**src/rtl/adder_vector_driver.sv**
```systemverilog
// LFSR-driven stimulus/response checker for a two-operand adder with fixed latency.
// Optional macro ADDER_VECTOR_STOP_ON_ERR_EN: end the run on the first mismatch.
module adder_vector_driver #(
  parameter int unsigned BITS    = 8,
  parameter int unsigned LATENCY = 0
) (
  input  logic            clock,
  input  logic            reset_n,
  input  logic            start,
  input  logic [15:0]     seed,
  input  logic [15:0]     num_vectors,
  output logic [BITS-1:0] A,
  output logic [BITS-1:0] B,
  input  logic            carry,
  input  logic [BITS-1:0] sum,
  output logic            busy,
  output logic            done,
  output logic            pass,
  output logic [15:0]     err_count,
  output logic [15:0]     vec_count,
  output logic [BITS-1:0] first_err_a,
  output logic [BITS-1:0] first_err_b
);

  typedef enum logic [1:0] {S_IDLE, S_RUN, S_DRAIN, S_DONE} state_t;

  localparam int unsigned DEPTH      = LATENCY + 1;
  localparam logic [15:0] LFSR_INIT  = 16'hACE1;
  localparam logic [15:0] LFSR_MASK  = 16'hB400;
  localparam logic [3:0]  DRAIN_LAST = (LATENCY == 0) ? 4'd0 : 4'(LATENCY - 1);

  state_t          state_q, state_d;
  logic [15:0]     lfsr_q, lfsr_d;
  logic [BITS-1:0] a_q, a_d, b_q, b_d;
  logic [15:0]     vec_q, vec_d, num_q, num_d, err_q, err_d;
  logic [BITS-1:0] fa_q, fa_d, fb_q, fb_d;
  logic [3:0]      drain_q, drain_d;

  // Stage 0 is loaded on the same edge as A/B; stage LATENCY lines up with the DUT result.
  logic            vld_q [DEPTH];
  logic [BITS:0]   exp_q [DEPTH];
  logic [BITS-1:0] opa_q [DEPTH];
  logic [BITS-1:0] opb_q [DEPTH];

  logic [15:0]     lfsr_step;
  logic [BITS-1:0] a_next, b_next;
  logic [BITS:0]   exp_next;
  logic            accept, mismatch, stop_now, issue, flush;

  always_comb begin
    lfsr_step = {1'b0, lfsr_q[15:1]} ^ (lfsr_q[0] ? LFSR_MASK : '0);
    a_next    = lfsr_q[BITS-1:0];
    b_next    = lfsr_q[15 -: BITS];
    exp_next  = {1'b0, a_next} + {1'b0, b_next};
    accept    = start && ((state_q == S_IDLE) || (state_q == S_DONE));
    mismatch  = vld_q[LATENCY] && !accept && ({carry, sum} != exp_q[LATENCY]);
`ifdef ADDER_VECTOR_STOP_ON_ERR_EN
    stop_now  = mismatch && ((state_q == S_RUN) || (state_q == S_DRAIN));
`else
    stop_now  = 1'b0;
`endif
    issue     = (state_q == S_RUN) && !stop_now;
    flush     = accept || stop_now;

    state_d = state_q;
    lfsr_d  = lfsr_q;
    a_d     = a_q;
    b_d     = b_q;
    vec_d   = vec_q;
    num_d   = num_q;
    err_d   = err_q;
    fa_d    = fa_q;
    fb_d    = fb_q;
    drain_d = drain_q;

    if (mismatch) begin
      if (err_q != 16'hFFFF) err_d = err_q + 16'd1;
      if (err_q == '0) begin
        fa_d = opa_q[LATENCY];
        fb_d = opb_q[LATENCY];
      end
    end

    unique case (state_q)
      S_IDLE, S_DONE: begin
        if (accept) begin
          lfsr_d  = (seed == '0) ? LFSR_INIT : seed;
          num_d   = num_vectors;
          err_d   = '0;
          vec_d   = '0;
          fa_d    = '0;
          fb_d    = '0;
          state_d = (num_vectors == '0) ? S_DONE : S_RUN;
        end
      end
      S_RUN: begin
        if (stop_now) begin
          state_d = S_DONE;
        end else begin
          a_d    = a_next;
          b_d    = b_next;
          lfsr_d = lfsr_step;
          vec_d  = vec_q + 16'd1;
          if (vec_q + 16'd1 == num_q) begin
            state_d = (LATENCY == 0) ? S_DONE : S_DRAIN;
            drain_d = '0;
          end
        end
      end
      S_DRAIN: begin
        if (stop_now || (drain_q == DRAIN_LAST)) state_d = S_DONE;
        else                                     drain_d = drain_q + 4'd1;
      end
      default: state_d = S_IDLE;
    endcase
  end

  always_ff @(posedge clock or negedge reset_n) begin
    if (!reset_n) begin
      state_q <= S_IDLE;
      lfsr_q  <= LFSR_INIT;
      a_q     <= '0;
      b_q     <= '0;
      vec_q   <= '0;
      num_q   <= '0;
      err_q   <= '0;
      fa_q    <= '0;
      fb_q    <= '0;
      drain_q <= '0;
      for (int unsigned i = 0; i < DEPTH; i++) begin
        vld_q[i] <= 1'b0;
        exp_q[i] <= '0;
        opa_q[i] <= '0;
        opb_q[i] <= '0;
      end
    end else begin
      state_q <= state_d;
      lfsr_q  <= lfsr_d;
      a_q     <= a_d;
      b_q     <= b_d;
      vec_q   <= vec_d;
      num_q   <= num_d;
      err_q   <= err_d;
      fa_q    <= fa_d;
      fb_q    <= fb_d;
      drain_q <= drain_d;
      vld_q[0] <= issue;
      exp_q[0] <= exp_next;
      opa_q[0] <= a_next;
      opb_q[0] <= b_next;
      for (int unsigned i = 1; i < DEPTH; i++) begin
        vld_q[i] <= flush ? 1'b0 : vld_q[i-1];
        exp_q[i] <= exp_q[i-1];
        opa_q[i] <= opa_q[i-1];
        opb_q[i] <= opb_q[i-1];
      end
    end
  end

  // The last compare may land in the first DONE cycle, so pass also watches the live result.
  assign pass        = (state_q == S_DONE) && (err_q == '0) && !mismatch;
  assign done        = (state_q == S_DONE);
  assign busy        = (state_q == S_RUN) || (state_q == S_DRAIN);
  assign A           = a_q;
  assign B           = b_q;
  assign err_count   = err_q;
  assign vec_count   = vec_q;
  assign first_err_a = fa_q;
  assign first_err_b = fb_q;

endmodule

```
**config.mk**
```make
export PLATFORM = sky130hd
export DESIGN_NAME = adder_vector_driver
export DESIGN_NICKNAME = d
export VERILOG_FILES = /design/src/rtl/adder_vector_driver.sv
export SDC_FILE = /design/constraint.sdc
export NUM_CORES = 1
export LEC_CHECK = 0
export ABC_AREA = 0
export BUFFER_PORTS_ARGS = -buffer_cell sky130_fd_sc_hd__buf_2
export CAP_MARGIN = 20
export CORE_MARGIN = 5
export CORE_UTILIZATION = 45
export DETAILED_ROUTE_END_ITERATION = 7
export GPL_TIMING_DRIVEN = 0
export PLACE_DENSITY = 0.67
export SLEW_MARGIN = 20
export SYNTH_ARGS = -nofsm -noshare
export SYNTH_HDL_FRONTEND = slang
export SYNTH_SLANG_ARGS = --single-unit
export TNS_END_PERCENT = 1
```
**constraint.sdc**
```tcl
create_clock -name clock -period 3.82 [get_ports clock]
set_clock_uncertainty 0.05 [all_clocks]
set_input_delay 0.573 -clock clock [delete_from_list [all_inputs] [get_ports clock]]
set_output_delay 0.573 -clock clock [all_outputs]
set_load 0.01 [all_outputs]
```
-- Word-level counts from Yosys, hierarchy flattened
Index checks and enable logic that the tools add are counted.
- register bits: 128
- memories kept: 0
- bits in read-only memories: 0
- bits in latches: 0
- bits in writable memories: 0
- bits of input ports: 44
- word-level logic and storage cells: 76
- output and inout port bits: 67
- div/mod/pow operators: 0
- multipliers: 0
- $add $sub $neg: 4
- order comparisons: 0
- reduce and logical (&&, ||, !) cells: 21
- bitwise operators: 1
- equal/unequal tests: 10
- multiplexer cells: 26
- shift-type cells: 0
- operators by type and width (kind ; count):
    $mux 16 ; 8
    $mux 8 ; 8
    $pmux 16 s2 ; 2
    $logic_not 16->1 ; 3
    $add 16x1->16 const B ; 2
    $eq 16x16->1 ; 1
    $ne 16x16->1 const B ; 1
    $xor 15x16->16 ; 1
    $add 8x8->9 ; 1
    $ne 9x9->1 ; 1
    $mux 2 ; 4
    $mux 4 ; 2
    $pmux 4 s2 ; 1
    $ne 2x2->1 const B ; 3
    $pmux 2 s3 ; 1
    $reduce_and 3->1 ; 2
    $logic_and 1x1->1 ; 5
    $add 4x1->4 const B ; 1
    $eq 2x2->1 const B ; 2
    $logic_not 4->1 ; 1
    $reduce_and 2->1 ; 2
    $reduce_bool 2->1 ; 2
    $eq 2x1->1 const B ; 1
    $logic_not 1->1 ; 2
    other kinds (4) ; 5

-- Depth between registers and ports, before layout
Gate-level depths: netlist of the first run.
- depth after elaboration: 9
- gate-level depth with buffers: 10
- depth with buffers taken out: 10

-- Worst setup path after synthesis of the first run
OpenSTA, ideal clock, no wires.
- path kind: flip-flop to flip-flop
- start: register vec_q[4] (netlist: vec_count[4])
- end: register drain_q[1]
- buffers on the path: 1
- data arrival time: 2.537 ns
- library setup time: 0.126 ns
- setup slack: 1.107 ns
- data required time: 3.644 ns
- stages on the path, launching flop included: 8
- clock period less this slack: 2.713 ns
- cell sequence: dfrtp_1 -> buf_2 -> nand4_4 -> or4_4 -> a22o_1 -> a211o_1 -> o41a_1 -> a221o_1
- longest elaborated chain between the ends: 4
- ends and longest elaborated chain (item ; RTL line ; text):
    start, declared ; 35 ; logic [15:0] vec_q, vec_d, num_q, num_d, err_q, err_d;
    start signal, assigned ; 141 ; vec_q <= vec_d;
    $add 16x1->16 ; 104 ; if (vec_q + 16'd1 == num_q) begin
    $eq 16x16->1 ; 104 ;
    $ne 2x1->1 (no line) ; -- ;
    $reduce_and 3->1 (no line) ; -- ;
    end signal, assigned ; 146 ; drain_q <= drain_d;
    end, declared ; 37 ; logic [3:0] drain_q, drain_d;
No other way between the ends.
A chain may end at the register's enable or synchronous reset.

-- Worst setup path after layout of the first run
- start: register vec_q[0] (netlist: vec_count[0])
- end: register drain_q[1]
The elaborated chain is that of the path after synthesis.

==> impl_metrics.toml, run 1 <==
[floorplanning]
dieArea_um2 = 16800
ios = 111
coreArea_um2 = 14000
rows = 43
die_height_um = 130
dieWidth_um = 130
initial_core_util_pct = 46.1

[clocking]
postCtsSetupBuffers = 0
cts-resized-gates = 0
hold_buffers = 0
clk_pin_slew_ps = 60
cts_tree = "built"
cts_root_buffer = "clkbuf_16"
htree_levels = 4
clockBufferDepth = 2
clk_latency_ps = 430
numClockSinks = 128
numCtsBuffers = 17

[logic_synthesis]
yosys_warnings = 0
ys_ff_latch = 128
syn_nets = 713
syn_avg_cell_area_um2 = 9.89
syn_area_um2 = 6450
synth-main-ff-cell = "dfrtp_1"
synth_cell_type_count = 63
synthCells = 652
synth_edf_count = 0
yosysSeqAreaShare_pct = 49.8
synthArstFlopShare_pct = 100

[setup_path]
crit_type = "flip-flop to flip-flop"
end_kind = "flip-flop"
cpMaxStageDelayCell = "o41a_1"
critical_path_arrival_ps = 3470
required_ps = 4080
crit_chain = "ha_1 > and3_1 > buf_2 > nand2_1 > o41ai_1 > o2bb2ai_1 > o41a_1 > a221o_1"
crit_path_max_fanout = 10
critPathBufInv = 1
crit_family = "compound AO/OA/AOI/OAI gates"
slowest_delay_ps = 560
startpoint_type = "flip-flop"

[global_route]
grt_max_degree = 67
grt.busiest_layer = "met2"
grt_util_met3_pct = 6.10
grt_use_total_pct = 21.9
met2_usage_pct = 34.9
grt_util_met1_pct = 28.6
grt_pass1_vias = 5516
grt_pass1_wl_um = 28500
antenna_found_initial = 0
grt-ovfl-total = 0

[outcome]
status = "complete, no violations"

[sta]
rsz0062_at_grt = "no"
slew_headroom_pct = 38.9
drv_slew = 0
max_freq_mhz = 311
worstMarginPinSlew_ps = 914
setup_viol = 0
final.min_clock_period_ps = 3210
holdWs_ps = 87.2
finalSetupTns_ps = 0
finalHoldViolCount = 0
setup_ws_ps = 609
period_share_pct = 84.1

[flow_run]
drv_cap = 0

[placed_design]
pre_cts_ws_ps = 666
dp_hpwl_um = 13000
place_area_um2 = 7260
place_inst = 943
io_buffers = 110
place.gp.congestion = 0.940

[worst_hold_path]
hp-class = "input pin to asynchronous set/reset pin"

[finish]
final_area_um2 = 7870
nNetsFinal = 843
fillers = 1276
final_util_pct = 56.2
layout_common_cells = "dfrtp_1 (120), buf_2 (116), nand2_1 (92), nor2_1 (51), o21ai_0 (45)"
drive_above_1_share_pct = 23.1
instances_no_fill = 975
layout_commonest_cell = "dfrtp_1"
syn_to_final_growth_pct = 22.0
num_antenna_cells = 0

[power_and_ir_drop]
powerDensity_nw_per_um2 = 426
power_mw = 3.35
p_leak_nw = 3.83
vdd_drop_max_uv = 340

[detailed_routing]
first_pass_iters = 5
drtIter0Drc = 504
ant_nets = 0
drc = 0
num_vias = 5507
post_drt_wl_per_cell_um = 18.2
avgViaCountPerCell = 5.65
finalWirelength_um = 17700
==> state kept, by name, summed over array words and instances (netlist names), 2 cells and up <==
signal	flops
state_q	2
err_count	16
lfsr_q	16
opa_q	8
num_q	16
first_err_b	8
opb_q	8
A	8
B	8
vec_count	16
drain_q	4
first_err_a	8
exp_q	9
==> worst paths after layout <==
path / cells after the start / to / slack, ps / from
worst max-delay path: 8 / drain_q[1] / 610 / vec_count[0]
worst min-delay path: 1 / A[7] / 90 / reset_n
worst max register to register: 8 / drain_q[1] / 610 / vec_count[0]
worst min register to register: 0 / opa_q[0] / 370 / lfsr_q[0]
max in group asynchronous: 2 / vec_count[5] / 2910 / reset_n
min in group clock: 3 / num_q[9] / 300 / num_vectors[9]
==> area by class of cell <==
cell class / count / area (um^2) / share of cell area [%]
inverter: 21 / 78.8 / 1.00
clock buffer: 17 / 425 / 5.41
buffer: 37 / 148 / 1.88
clock inverter: 15 / 181 / 2.31
tap: 180 / 225 / 2.86
multi-input combinational: 466 / 3010 / 38.3
timing repair buffer: 111 / 584 / 7.43
sequential: 128 / 3210 / 40.8
==> where the power goes <==
part           switching, mW  internal, mW  leakage, nW
Clock                  0.653          1.03        0.294
Sequential            0.0544          1.39         1.71
Combinational          0.125        0.0974         1.83
==> logic make-up after synthesis <==
kind of cell	after synthesis	share of synthesized area, %
flops	128	49.8
mux	46	7.49
xor+xnor	39	5.29
buf+inv	58	3.51
compound gates	118	11.9
fa+ha+maj	17	3.41
simple gates	246	18.6
==> cell usage after synthesis (all sizes together), types with 2 or more instances <==
| master | count | share of area (%) |
|---|---|---|
| a21o | 4 | 0.47 |
| ha | 16 | 3.1 |
| o221ai | 2 | 0.27 |
| mux2 | 18 | 3.1 |
| a221o | 3 | 0.47 |
| mux2i | 28 | 4.3 |
| and4 | 5 | 0.68 |
| nor2b | 5 | 0.48 |
| nand4 | 13 | 1.6 |
| nand3 | 23 | 1.8 |
| or4 | 2 | 0.35 |
| or2 | 3 | 0.29 |
| a21oi | 14 | 1.1 |
| nand2 | 92 | 5.4 |
| o21ai | 47 | 3.6 |
| clkbuf | 26 | 1.5 |
| buf | 11 | 0.78 |
| a211oi | 2 | 0.23 |
| inv | 21 | 1.2 |
| o41ai | 6 | 0.81 |
| and2 | 3 | 0.29 |
| o31ai | 7 | 0.81 |
| dfrtp | 120 | 47 |
| nor3 | 12 | 0.93 |
| a31oi | 3 | 0.29 |
| dfstp | 8 | 3.3 |
| xnor2 | 28 | 3.8 |
| o22ai | 10 | 0.97 |
| o211ai | 2 | 0.23 |
| nor4 | 13 | 1.3 |
| and3 | 3 | 0.29 |
| nor2 | 51 | 3.0 |
| xor2 | 11 | 1.5 |
| nor3b | 2 | 0.23 |
| or3 | 3 | 0.29 |
| a211o | 2 | 0.27 |
| o311ai | 2 | 0.27 |
| nand2b | 10 | 0.97 |
==> per-layer routing <==
metal | wire length (um) | part of all wire, %
met5 | 0 | 0
met4 | 466 | 2.6
met3 | 1230 | 6.9
met2 | 8490 | 48
met1 | 7540 | 43
(Power assumes the default switching activity.)
==> inputs of run 2 (changes only) <==
--- a/config.mk
+++ b/config.mk
@@ -12,7 +12,7 @@
 export CORE_UTILIZATION = 45
 export DETAILED_ROUTE_END_ITERATION = 7
 export GPL_TIMING_DRIVEN = 0
-export PLACE_DENSITY = 0.67
+export PLACE_DENSITY = 0.7
 export SLEW_MARGIN = 20
 export SYNTH_ARGS = -nofsm -noshare
 export SYNTH_HDL_FRONTEND = slang
==> constraint.sdc (replaced) <==
create_clock -name clock -period 2.9 [get_ports clock]
set_clock_uncertainty 0.05 [all_clocks]
set_input_delay 0.435 -clock clock [delete_from_list [all_inputs] [get_ports clock]]
set_output_delay 0.435 -clock clock [all_outputs]
set_load 0.01 [all_outputs]
==> impl_metrics.toml, run 2 (synthesis gave the netlist of run 1 again) <==
[outcome]
status = "complete, no violations"

[global_route]
grt_pass1_vias = 5580
antenna_found_initial = 0
grt_use_total_pct = 21.8
grt_max_degree = 77
grt_pass1_wl_um = 28700
grt-ovfl-total = 0

[power_and_ir_drop]
power_frac_seq_pct = 44.3
p_clk_share_pct = 48.9
p_int_mw = 3.24
powerDensity_nw_per_um2 = 540
vdd_drop_max_uv = 384
power_mw = 4.31
p_leak_nw = 3.89
p_comb_share_pct = 6.8
switchingPower_mw = 1.07
p_sw_share_pct = 24.9

[detailed_routing]
met3_length_um = 893
drtIter0Drc = 458
drc = 0
wl_met1_um = 7910
post_drt_wl_per_cell_um = 18.4
ant_nets = 0
first_pass_iters = 7
num_vias = 5513
avgViaCountPerCell = 5.62
finalWirelength_um = 18100
route.met2.wl_um = 8990
dr.max_layer_used = "met4"

[sta]
holdWs_ps = 173
drv_slew = 0
final.min_clock_period_ps = 2830
finalSetupTns_ps = 0
setup_viol = 0
worstMarginPinSlew_ps = 714
finalHoldViolCount = 0
slew_headroom_pct = 51.8
max_freq_mhz = 354
setup_ws_ps = 72.5
period_share_pct = 97.5

[clocking]
clk_pin_slew_ps = 60
cts_root_buffer = "clkbuf_16"
htree_levels = 4
clockBufferDepth = 2
numClockSinks = 128
cts_tree = "built"
clk_latency_ps = 420
numCtsBuffers = 17

[floorplanning]
die_height_um = 130
dieArea_um2 = 16800
dieWidth_um = 130
coreArea_um2 = 14000
ios = 111
initial_core_util_pct = 46.1
rows = 43

[finish]
syn_to_final_growth_pct = 23.7
num_antenna_cells = 0
nNetsFinal = 849
layout_commonest_cell = "dfrtp_1"
layout_common_cells = "dfrtp_1 (117), buf_2 (111), nand2_1 (91), nor2_1 (50), o21ai_0 (45)"
drive_above_1_share_pct = 25.1
instances_no_fill = 981

[setup_path]
crit_path_max_fanout = 10
cpMaxStageDelayCell = "or4_4"
required_ps = 3210
end_kind = "flip-flop"
slowest_delay_ps = 600
critical_path_arrival_ps = 3130
crit_type = "flip-flop to flip-flop"
startpoint_type = "flip-flop"
crit_chain = "ha_2 > and3_1 > buf_2 > nand2_2 > o41ai_2 > o2bb2ai_1 > or4_4 > o21ai_1 > a221o_1"

[flow_run]
drv_cap = 0

[placed_design]
pre_cts_ws_ps = -296
place_inst = 943
dp_hpwl_um = 12800
io_buffers = 110
place.gp.congestion = 0.914

[worst_hold_path]
hp-class = "input pin to flip-flop"
run 2: cell types whose count changed in the layout (fill, tap and decap cells not counted), sizes merged:
cell         delta
dlygate4sd3     +1
clkinvlp        +1
buf             +7
clkbuf          -2
bufinv          -1
run 2: power groups by stage:
stage | Clock, mW | Sequential [mW] | Combinational (mW)
after floorplan | 0 | 1.94 | 0.127
after global placement | 0 | 1.94 | 0.286
after detailed placement | 0 | 1.94 | 0.297
after CTS | 2.15 | 1.91 | 0.301
after global routing | 2.23 | 1.92 | 0.332
final | 2.11 | 1.91 | 0.295
run 2: timing repair:
| action | in CTS | in global routing |
|---|---|---|
| pin swaps | 2 | 4 |
| gates resized for setup | 9 | 13 |
| hold buffers | 1 | 0 |
| hold endpoints to repair | 74 | 0 |
| buffers inserted | 4 | 4 |
| setup endpoints to repair | 16 | 5 |
run 2: cell type report:
cell class / count / area [um^2]
fillers: 1243 / 6010
well taps: 180 / 225
clock inverters: 15 / 159
plain buffers: 34 / 154
repair buffers: 120 / 671
clock buffers: 17 / 425
inverters: 21 / 78.8
multi-input cells: 466 / 3050
flip-flops and latches: 128 / 3220
run 2: routing by layer:
layer  track usage [%]  vias to the layer above
met2              36.2                      150
met1              28.9                     2766
met3              4.58                       24
met4              6.85                        0
met5                 0                        -
li1                  -                     2573
run 2: worst paths after layout:
path | slack (ps) | endpoint | startpoint | cells past startpoint
worst min register to register | 370 | opa_q[0] | lfsr_q[0] | 0
worst max-delay path | 70 | drain_q[0] | vec_count[1] | 9
min in group asynchronous | 520 | B[7] | reset_n | 2
worst min-delay path | 170 | num_q[11] | num_vectors[11] | 3
max in group asynchronous | 1580 | lfsr_q[6] | reset_n | 3
worst max register to register | 70 | drain_q[0] | vec_count[1] | 9
run 2: metrics by stage:
stage	util [%]	instance area (um^2)
final	57.0	7980
after global routing	57.0	7980
after CTS	56.7	7930
after detailed placement	51.9	7260
after global placement	51.7	7230
after floorplan	-	6450
run 2: critical path: cells and delay by family, from the launching register on:
kind | cells | cell delay (ps)
AND/OR/NAND/NOR | 3 | 910
flip-flops | 1 | 440
adder cells (fa/ha/maj) | 1 | 270
AO/OA/AOI/OAI | 4 | 870
buffers and inverters | 1 | 240
==> inputs of run 3 (changes only) <==
--- a/config.mk
+++ b/config.mk
@@ -9,10 +9,10 @@
 export BUFFER_PORTS_ARGS = -buffer_cell sky130_fd_sc_hd__buf_2
 export CAP_MARGIN = 20
 export CORE_MARGIN = 5
-export CORE_UTILIZATION = 45
+export CORE_UTILIZATION = 50
 export DETAILED_ROUTE_END_ITERATION = 7
 export GPL_TIMING_DRIVEN = 0
-export PLACE_DENSITY = 0.7
+export PLACE_DENSITY = 0.76
 export SLEW_MARGIN = 20
 export SYNTH_ARGS = -nofsm -noshare
 export SYNTH_HDL_FRONTEND = slang
==> impl_metrics.toml, run 3 (synthesis gave the netlist of run 1 again) <==
[outcome]
status = "complete, no violations"

[placed_design]
pre_cts_ws_ps = -248
place_area_um2 = 7250
io_buffers = 110
dp_hpwl_um = 12700
place_inst = 935
place.gp.congestion = 0.933

[finish]
layout_commonest_cell = "dfrtp_1"
layout_common_cells = "dfrtp_1 (118), buf_2 (111), nand2_1 (91), nor2_1 (50), o21ai_0 (43)"
nNetsFinal = 852
drive_above_1_share_pct = 25.1
num_antenna_cells = 0
instances_no_fill = 976
fillers = 1019
final_area_um2 = 8050
multiInputGateArea_um2 = 3060
regArea_um2 = 3220
syn_to_final_growth_pct = 24.8

[sta]
setup_viol = 0
final.min_clock_period_ps = 2840
setup_ws_ps = 60.0
slew_headroom_pct = 45.6
holdWs_ps = 174
period_share_pct = 97.9
max_freq_mhz = 352
worstMarginPinSlew_ps = 806
finalHoldViolCount = 0
drv_slew = 0

[floorplanning]
die_height_um = 124
initial_core_util_pct = 51.1
dieArea_um2 = 15300
rows = 41
coreArea_um2 = 12600
ios = 111
dieWidth_um = 124

[clocking]
cts_tree = "built"
clk_pin_slew_ps = 60
clk_latency_ps = 420
clockBufferDepth = 2
cts_root_buffer = "clkbuf_16"
numCtsBuffers = 17
numClockSinks = 128
htree_levels = 4

[global_route]
antenna_found_initial = 0
grt_use_total_pct = 25.1
grt-ovfl-total = 0
grt_pass1_wl_um = 29400
grt_max_degree = 87
grt_pass1_vias = 5604

[setup_path]
ff2ff_path_depth = 7
crit_type = "flip-flop to flip-flop"
slowest_delay_ps = 540
critPathBufInv = 1
crit_chain = "clkbuf_4 > nand4_1 > or4_4 > a22o_1 > a211o_1 > o41a_1 > a221o_1"
cpMaxStageDelayCell = "or4_4"
required_ps = 3150
critical_path_arrival_ps = 3090
path_depth = 7
crit_path_max_fanout = 8
crit_family = "compound AO/OA/AOI/OAI gates"
startpoint_type = "flip-flop"
end_kind = "flip-flop"

[flow_run]
drv_cap = 0

[detailed_routing]
ant_nets = 0
finalWirelength_um = 18200
post_drt_wl_per_cell_um = 18.6
drc = 0
first_pass_iters = 5
avgViaCountPerCell = 5.77
num_vias = 5634
drtIter0Drc = 587

[power_and_ir_drop]
p_comb_share_pct = 6.6
switchingPower_mw = 1.07
p_sw_share_pct = 23.3
power_frac_seq_pct = 41.6
powerDensity_nw_per_um2 = 570
p_leak_nw = 3.92
vdd_drop_max_uv = 423
power_mw = 4.59
p_clk_share_pct = 51.8
p_int_mw = 3.52

[worst_hold_path]
hold_path_depth = 3
hp-class = "input pin to flip-flop"
run 3: cell types whose count changed in the layout (fill, tap and decap cells not counted), moves of 2 or more:
cell,delta
buf_6,+2
bufinv_16,+3
clkbuf_1,+3
clkinv_2,-3
inv_6,-3
o21ai_0,-2
o21ai_1,+2
run 3: worst reg2reg max path, cell delays in order, from the launching register on:
cell	delay, ps
dfrtp_1	360
clkbuf_4	200
nand4_1	180
or4_4	540
a22o_1	240
a211o_1	260
o41a_1	500
a221o_1	380
run 3: final timing paths:
check	from	end	slack [ps]
setup / recovery	vec_count[11]	drain_q[0]	60
hold / removal	num_vectors[3]	num_q[3]	170
setup reg to reg	vec_count[11]	drain_q[0]	60
hold reg to reg	lfsr_q[0]	opa_q[0]	380
max in group asynchronous	reset_n	lfsr_q[11]	1590
min in group asynchronous	reset_n	A[7]	450
run 3: power by group through the flow:
stage | clock (mW) | combinational [mW] | sequential (mW)
6_report | 2.38 | 0.302 | 1.91
5_1_grt | 2.48 | 0.341 | 1.92
4_1_cts | 2.40 | 0.307 | 1.90
3_5_place_dp | 0 | 0.303 | 1.94
3_3_place_gp | 0 | 0.285 | 1.93
2_1_floorplan | 0 | 0.127 | 1.94
run 3: layout make-up:
cell class / count / share of cell area, %
sequential: 128 / 39.9
multi-input combinational: 466 / 38.0
timing repair buffer: 122 / 8.31
clock buffer: 20 / 5.55
tap: 172 / 2.67
clock inverter: 12 / 2.58
buffer: 35 / 2.00
inverter: 21 / 0.979
run 3: per-stage QoR:
step / TNS (ps) / utilization, %
6_report: 0 / 63.8
5_1_grt: -3.01 / 63.8
4_1_cts: 0 / 63.2
3_5_place_dp: -2850 / 57.5
3_3_place_gp: -32820 / 57.2
2_1_floorplan: 0 / -
run 3: layer usage:
metal | part of all wire [%] | up-vias | GRT usage, %
li1 | - | 2583 | -
met1 | 43 | 2810 | 34.0
met2 | 49 | 211 | 40.5
met3 | 6.1 | 30 | 5.31
met4 | 1.9 | 0 | 8.51
met5 | 0 | - | 0
run 3: what timing repair did:
item                                    in CTS  in global routing
setup buffers                                6                  4
endpoints found under the hold margin       42                  0
resized for setup                            7                 18
endpoints found under the setup margin      16                  8
pin swaps                                    2                  3
cloned                                       0                  0
hold buffers                                 1                  0
